`config.mk`:
```
export PLATFORM = sky130hd
export DESIGN_NAME = conv3x3_accumulator
export DESIGN_NICKNAME = d
export VERILOG_FILES = /design/src/rtl/conv3x3_accumulator.sv
export SDC_FILE = /design/constraint.sdc
export NUM_CORES = 2
export LEC_CHECK = 0
export ABC_AREA = 1
export CAP_MARGIN = 20
export CORE_ASPECT_RATIO = 0.9
export CORE_MARGIN = 2
export CORE_UTILIZATION = 60
export CTS_CLUSTER_DIAMETER = 40
export DETAILED_ROUTE_END_ITERATION = 16
export PLACE_DENSITY = 0.83
export SETUP_SLACK_MARGIN = 0.4
export SLEW_MARGIN = 20
export SYNTH_ARGS = -nofsm -noshare
export SYNTH_HDL_FRONTEND = slang
export SYNTH_SLANG_ARGS = --single-unit
```
`constraint.sdc`:
```
create_clock -name clk -period 28.6 [get_ports clk]
set_clock_uncertainty 0.05 [all_clocks]
set_input_delay 5.72 -clock clk [delete_from_list [all_inputs] [get_ports clk]]
set_output_delay 5.72 -clock clk [all_outputs]
set_load 0.01 [all_outputs]
```
`src/rtl/conv3x3_accumulator.sv`:
```
// 3x3 convolution over a 3-channel window, one channel per cycle, for four filters in turn.
// Weights come from an external mux addressed by chanel/filter_used; each filter's sum is offered on a valid/ready port.
module conv3x3_accumulator #(
    parameter int unsigned WIDTH     = 8,
    parameter int unsigned ACC_WIDTH = 2*WIDTH+6
) (
    input  logic                                clk,
    input  logic                                rst,
    input  logic                                win_valid,
    output logic                                win_ready,
    input  logic [2:0][2:0][2:0][WIDTH-1:0]     Window,
    output logic [1:0]                          chanel,
    output logic [1:0]                          filter_used,
    input  logic [2:0][2:0][WIDTH-1:0]          Kernel,
    output logic                                out_valid,
    input  logic                                out_ready,
    output logic signed [ACC_WIDTH-1:0]         out_data,
    output logic [1:0]                          out_filter,
    output logic                                frame_done
);

    typedef enum logic [1:0] {IDLE, ACCUM, OUTPUT} state_t;

    state_t                              state_q, state_d;
    logic [2:0][2:0][2:0][WIDTH-1:0]     win_q, win_d;
    logic signed [ACC_WIDTH-1:0]         acc_q, acc_d;
    logic signed [ACC_WIDTH-1:0]         term_c;
    logic [1:0]                          chanel_d, filter_d, out_filter_d;
    logic                                out_valid_d, frame_done_d, win_ready_d;
    logic signed [ACC_WIDTH-1:0]         out_data_d;

    // One channel's 3x3 dot product: unsigned pixels (zero-extended) times signed weights
    always_comb begin
        term_c = '0;
        for (int r = 0; r < 3; r++) begin
            for (int k = 0; k < 3; k++) begin
                term_c = term_c
                       + ACC_WIDTH'($signed({1'b0, win_q[r][k][chanel]}))
                       * ACC_WIDTH'($signed(Kernel[r][k]));
            end
        end
    end

    // Next-state and registered-output logic
    always_comb begin
        state_d      = state_q;
        win_d        = win_q;
        acc_d        = acc_q;
        chanel_d     = chanel;
        filter_d     = filter_used;
        out_valid_d  = out_valid;
        out_data_d   = out_data;
        out_filter_d = out_filter;
        frame_done_d = 1'b0;
        win_ready_d  = 1'b0;

        case (state_q)
            IDLE: begin
                if (win_valid && win_ready) begin
                    win_d    = Window;
                    acc_d    = '0;
                    chanel_d = 2'd0;
                    filter_d = 2'd0;
                    state_d  = ACCUM;
                end
            end
            ACCUM: begin
                if (chanel == 2'd2) begin
                    out_data_d   = acc_q + term_c;
                    out_filter_d = filter_used;
                    out_valid_d  = 1'b1;
                    state_d      = OUTPUT;
                end else begin
                    acc_d    = acc_q + term_c;
                    chanel_d = chanel + 2'd1;
                end
            end
            OUTPUT: begin
                if (out_ready) begin
                    out_valid_d = 1'b0;
                    chanel_d    = 2'd0;
                    if (filter_used == 2'd3) begin
                        filter_d     = 2'd0;
                        frame_done_d = 1'b1;
                        state_d      = IDLE;
                    end else begin
                        filter_d = filter_used + 2'd1;
                        acc_d    = '0;
                        state_d  = ACCUM;
                    end
                end
            end
            default: state_d = IDLE;
        endcase

        // The frame_done cycle is spent in IDLE but still refuses a window
        win_ready_d = (state_d == IDLE) && !frame_done_d;
    end

    always_ff @(posedge clk or posedge rst) begin
        if (rst) begin
            state_q     <= IDLE;
            win_q       <= '0;
            acc_q       <= '0;
            chanel      <= 2'd0;
            filter_used <= 2'd0;
            out_valid   <= 1'b0;
            out_data    <= '0;
            out_filter  <= 2'd0;
            frame_done  <= 1'b0;
            win_ready   <= 1'b0;
        end else begin
            state_q     <= state_d;
            win_q       <= win_d;
            acc_q       <= acc_d;
            chanel      <= chanel_d;
            filter_used <= filter_d;
            out_valid   <= out_valid_d;
            out_data    <= out_data_d;
            out_filter  <= out_filter_d;
            frame_done  <= frame_done_d;
            win_ready   <= win_ready_d;
        end
    end

endmodule
```
Yosys cells after proc, flatten, opt, wreduce, memory -nomap -nowiden --
Index checks and enable logic that the tools add are counted.
Storage, ports and cells: register bits 271, input port bits 292, output and inout bits 31
Operators by class: $add $sub $neg 11, multiply operators 9, order comparisons 1, eq/ne operators 9, muxes and demuxes 41, reductions and logical operators 14
Operator list (count):
- multiplier 9 x 8 -> 17 bit | 9
- binary-select mux 8 bit (select 2 bit) | 9
- 2-to-1 mux 22 bit | 4
- 2-to-1 mux 8 bit | 9
- adder 22 x 17 -> 22 bit | 3
- case mux 22 bit (3 select lines) | 1
- adder 21 x 17 -> 22 bit | 1
- adder 22 bit | 1
- adder 20 x 17 -> 21 bit | 1
- adder 19 x 17 -> 20 bit | 1
- adder 18 x 17 -> 19 bit | 1
- adder 17 x 17 -> 18 bit | 1
- 2-to-1 mux 2 bit | 8
- case mux 2 bit (3 select lines) | 2
- != test 2 bit (second input constant) | 5
- == test 2 bit (second input constant) | 3
- 2-to-1 mux 1 bit | 6
- AND reduction 3 bit | 2
- AND reduction 5 bit | 1
- adder 2 x 1 -> 2 bit (second input constant) | 2
- logical NOT 2 bit | 2
- case mux 2 bit (2 select lines) | 1
- AND reduction 2 bit | 2
- AND reduction 4 bit | 1
- other kinds (7) | 9

Longest topological paths before layout --
depth after elaboration 14, gate-level depth with buffers 40

Worst setup path before layout --
No wires, ideal clock.
kind input port to flip-flop, from input port Kernel[60] (netlist name), to register acc_q[13], data arrival time 12.346 ns, data required time 28.420 ns, path slack 16.074 ns, cell stages on the path 29, buffers on the path 1, cells stage by stage buf_1 > nand2_1 > fa_1 > inv_1 > fa_1 > inv_1 > fa_1 > inv_1 > fa_1 > inv_1 > fa_1 > inv_1 > fa_1 > fa_1 > inv_1 > fa_1 > fa_1 > inv_1 > fa_1 > ha_1 > nand2_1 > inv_1 > nand2_1 > nand2_1 > nand2_1 > nand3_1 > or2_2 > nand3_1 > o21ai_0
Between the ends: word-level cells in the longest chain between the ends 6
Ends and longest elaborated chain:
- from (decl) | RTL line 14 | input logic [2:0][2:0][WIDTH-1:0] Kernel,
- multiplier 9 x 8 -> 17 bit | RTL line 39 | * ACC_WIDTH'($signed(Kernel[r][k]));
- adder 22 x 17 -> 22 bit (2 in series) | RTL line 38 | + ACC_WIDTH'($signed({1'b0, win_q[r][k][chanel]}))
- adder 22 bit | RTL line 74 | acc_d = acc_q + term_c;
- 2-to-1 mux 22 bit | RTL line 68 | if (chanel == 2'd2) begin
- case mux 22 bit (3 select lines) | RTL line 57 | case (state_q)
- to (signal assigned) | RTL line 104 | acc_q <= '0;
- to (signal assigned) | RTL line 115 | acc_q <= acc_d;
- to (decl) | RTL line 26 | logic signed [ACC_WIDTH-1:0] acc_q, acc_d;
Every way passes these cells. The select of a mux whose other input is x is not followed. A chain may end at the register's enable or synchronous reset.

Worst setup path after layout --
from input port Kernel[63] (netlist name), to register acc_q[20]
The elaborated chain is that of the path after synthesis.

==> flow_metrics.py <==
metrics = {
    "min_path": {
        "hold_path_class": "flop to flop",
    },
    "synthesis": {
        "synth_top_area_share_pct": 34.5,
        "yosysTopAreaCell": "fa_1",
        "ys_seq_area_share_pct": 19.7,
        "synth.distinct_cells": 44,
        "synth_warnings": 0,
        "ys.flop_type": "dfrtp_1",
        "syn_nets": 5027,
        "syn_area_um2": 34500,
        "async_reset_ff_share_pct": 100,
        "syn_inst": 3836,
        "syn_avg_cell_area_um2": 8.98,
        "synth_edf_count": 0,
        "ys_top_cells_by_area": "fa_1, dfrtp_1, ha_1, inv_1, nor2_1",
        "ys_ff_latch": 271,
    },
    "floorplan": {
        "start_util_pct": 60.5,
        "coreArea_um2": 56900,
        "io-pin-count": 323,
        "die_h_um": 231,
        "dieArea_um2": 59400,
        "die_w_um": 257,
        "core.rowCount": 83,
    },
    "clocking": {
        "cts_resized": 0,
        "cts_tree": "yes",
        "clock_sinks": 271,
        "hold_buffers": 0,
        "h-tree-depth": 2,
        "cts_buffers": 40,
        "clock_latency_ps": 570,
        "post-cts-setup-buffers": 0,
        "clk_pin_slew_ps": 50,
        "clockBufferDepth": 3,
        "cts_root_buf": "clkbuf_16",
    },
    "drt": {
        "vias": 26500,
        "drcViolationCount": 0,
        "wl_um": 99600,
        "vias_per_cell": 5.37,
        "drtAntennaViolNets": 0,
        "first_pass_iters": 8,
        "drt-initial-drc-count": 2523,
        "wl_per_cell_um": 20.2,
    },
    "critical_path": {
        "crit_cells": 28,
        "start_kind": "primary input",
        "rrSetupSlack_ps": 18700,
        "setup.worst_path.start": "Kernel[63]",
        "rr_worst_depth": 29,
        "criticalPathCategory": "primary input to flop",
        "r2r-start": "chanel[1]$_DFFE_PP0P_",
        "path_buf_inv": 8,
        "crit_path_max_incr_delay_ps": 770,
        "worstPathArrival_ps": 13610,
        "crit_end": "acc_q[20]$_DFFE_PP0P_",
        "worstReg2RegEnd": "out_data[10]$_DFFE_PP0P_",
        "path_max_fanout": 7,
        "crit_top_cell": "fa_1",
        "cp_slowest_cell": "clkdlybuf4s50_1",
        "critPathCaptureType": "flop",
        "cp_top_family": "adder cells",
        "cp.required_ps": 29000,
    },
    "sta": {
        "tightest_slew_ps": 1130,
        "fin_crit_sh_pct": 46.2,
        "setup_viol_count_final": 0,
        "hold_violations": 0,
        "finalSetupTns_ps": 0,
        "rsz0062_at_grt": "false",
        "fmax_mhz": 75.7,
        "max_slew_margin_pct": 24.8,
        "slew_violations": 0,
        "fin_crit_ps": 13210,
    },
    "global_routing": {
        "grt_pass1_vias": 28400,
        "antenna_found_initial": 3,
        "grt_pass1_wl_um": 160000,
        "grt_max_degree": 200,
        "grtUsageTotal_pct": 35.4,
        "grt-ovfl-total": 0,
    },
    "placed_design": {
        "dp_hpwl_um": 83700,
        "dp.cells": 4854,
        "io_buffers": 322,
        "gp_congestion": 1.04,
    },
    "cells_and_area": {
        "area_growth_pct": 15.2,
        "final_cells": 4927,
        "drive_gt1_share_pct": 8.53,
        "nFillCells": 4307,
        "final_net_count": 5322,
    },
    "job": {
        "cap_violations": 0,
    },
    "outcome": {
        "outcome": "complete, no violations",
    },
}
per-stage QoR:
step | hold slack (ps) | utilization (%) | instance area (um^2) | setup WS, ps
2_1_floorplan | 399 | - | 34500 | 15360
3_3_place_gp | 420 | 67.3 | 38300 | 14860
3_5_place_dp | 423 | 67.3 | 38300 | 14830
4_1_cts | 436 | 69.7 | 39700 | 15390
5_1_grt | 463 | 69.7 | 39700 | 15040
6_report | 439 | 69.7 | 39700 | 15390
worst min-delay path by stage:
stage	start	endpoint	slack [ps]	cells past startpoint
floorplan	acc_q[15]$_DFFE_PP0P_	acc_q[15]$_DFFE_PP0P_	400	2
CTS	out_data[5]$_DFFE_PP0P_	out_data[5]$_DFFE_PP0P_	440	2
finish	out_filter[1]$_DFFE_PP0P_	out_filter[1]$_DFFE_PP0P_	440	2
global placement	out_data[5]$_DFFE_PP0P_	out_data[5]$_DFFE_PP0P_	420	2
detailed placement	out_data[5]$_DFFE_PP0P_	out_data[5]$_DFFE_PP0P_	420	2
global route	win_q[198]$_DFFE_PP0P_	win_q[198]$_DFFE_PP0P_	460	1
final cells by class:
cell class	count	area, um^2	area share, %
diodes	2	5.00	0.0126
clock buffers	47	1100	2.77
clock inverters	24	282	0.709
inverters	1088	4100	10.3
multi-input cells	2401	23200	58.4
flip-flops and latches	271	6780	17.1
well taps	765	957	2.41
repair buffers	329	3300	8.32
synthesized netlist by cell type, types with 2 or more instances:
cell,instances
buf_4,6
inv_4,2
nor2_1,589
dfrtp_1,271
buf_2,33
buf_1,18
clkbuf_1,7
a21oi_2,7
or2_2,5
mux2_2,109
fa_1,594
buf_6,12
inv_1,1016
inv_2,69
o21ai_0,49
o21ai_1,47
o21ai_2,74
xor2_1,3
nand4_1,6
xnor2_1,5
o21a_1,3
o22ai_1,3
ha_1,305
nand3_1,46
nor2_2,3
nand2_1,376
nand3b_1,7
a21oi_1,155
flip-flops by register name, summed over array words and instances (netlist names):
signal,cells
out_valid,1
state_q,2
filter_used,2
frame_done,1
chanel,2
out_data,22
out_filter,2
win_ready,1
acc_q,22
win_q,216
routing by layer:
layer	track usage [%]	vias to the layer above	share of wire [%]
met4	14.9	2	4.7
li1	-	11900	-
met5	0	-	0.013
met3	6.44	219	8.5
met1	47.3	13200	40
met2	57.2	1180	47
tightest hold or removal path, stage by stage (launching register included):
cell	delay, ps
dfrtp_1	350
nand2_1	50
o21ai_0	60
cell usage in the layout (no fill, tap or decap), types with 49 or more instances in the layout:
cell type	instances
mux2_2	109
nor2_1	589
inv_1	1015
nand2_1	376
ha_1	305
clkdlybuf4s50_1	322
dfrtp_1	269
inv_2	67
o21ai_0	49
a21oi_1	155
fa_1	594
o21ai_2	74
cell families after synthesis:
family | synth area share [%]
buffers and inverters | 13.1
AOI/OAI and AO/OA | 6.06
DFF | 19.7
and+or+nand+nor | 11.8
muxes | 3.56
xor gates and xnor gates | 0.203
adders and majority gates | 45.6
Power is not shown: default switching activity piles up to over one toggle a cycle in this logic, so the estimate is an artifact.
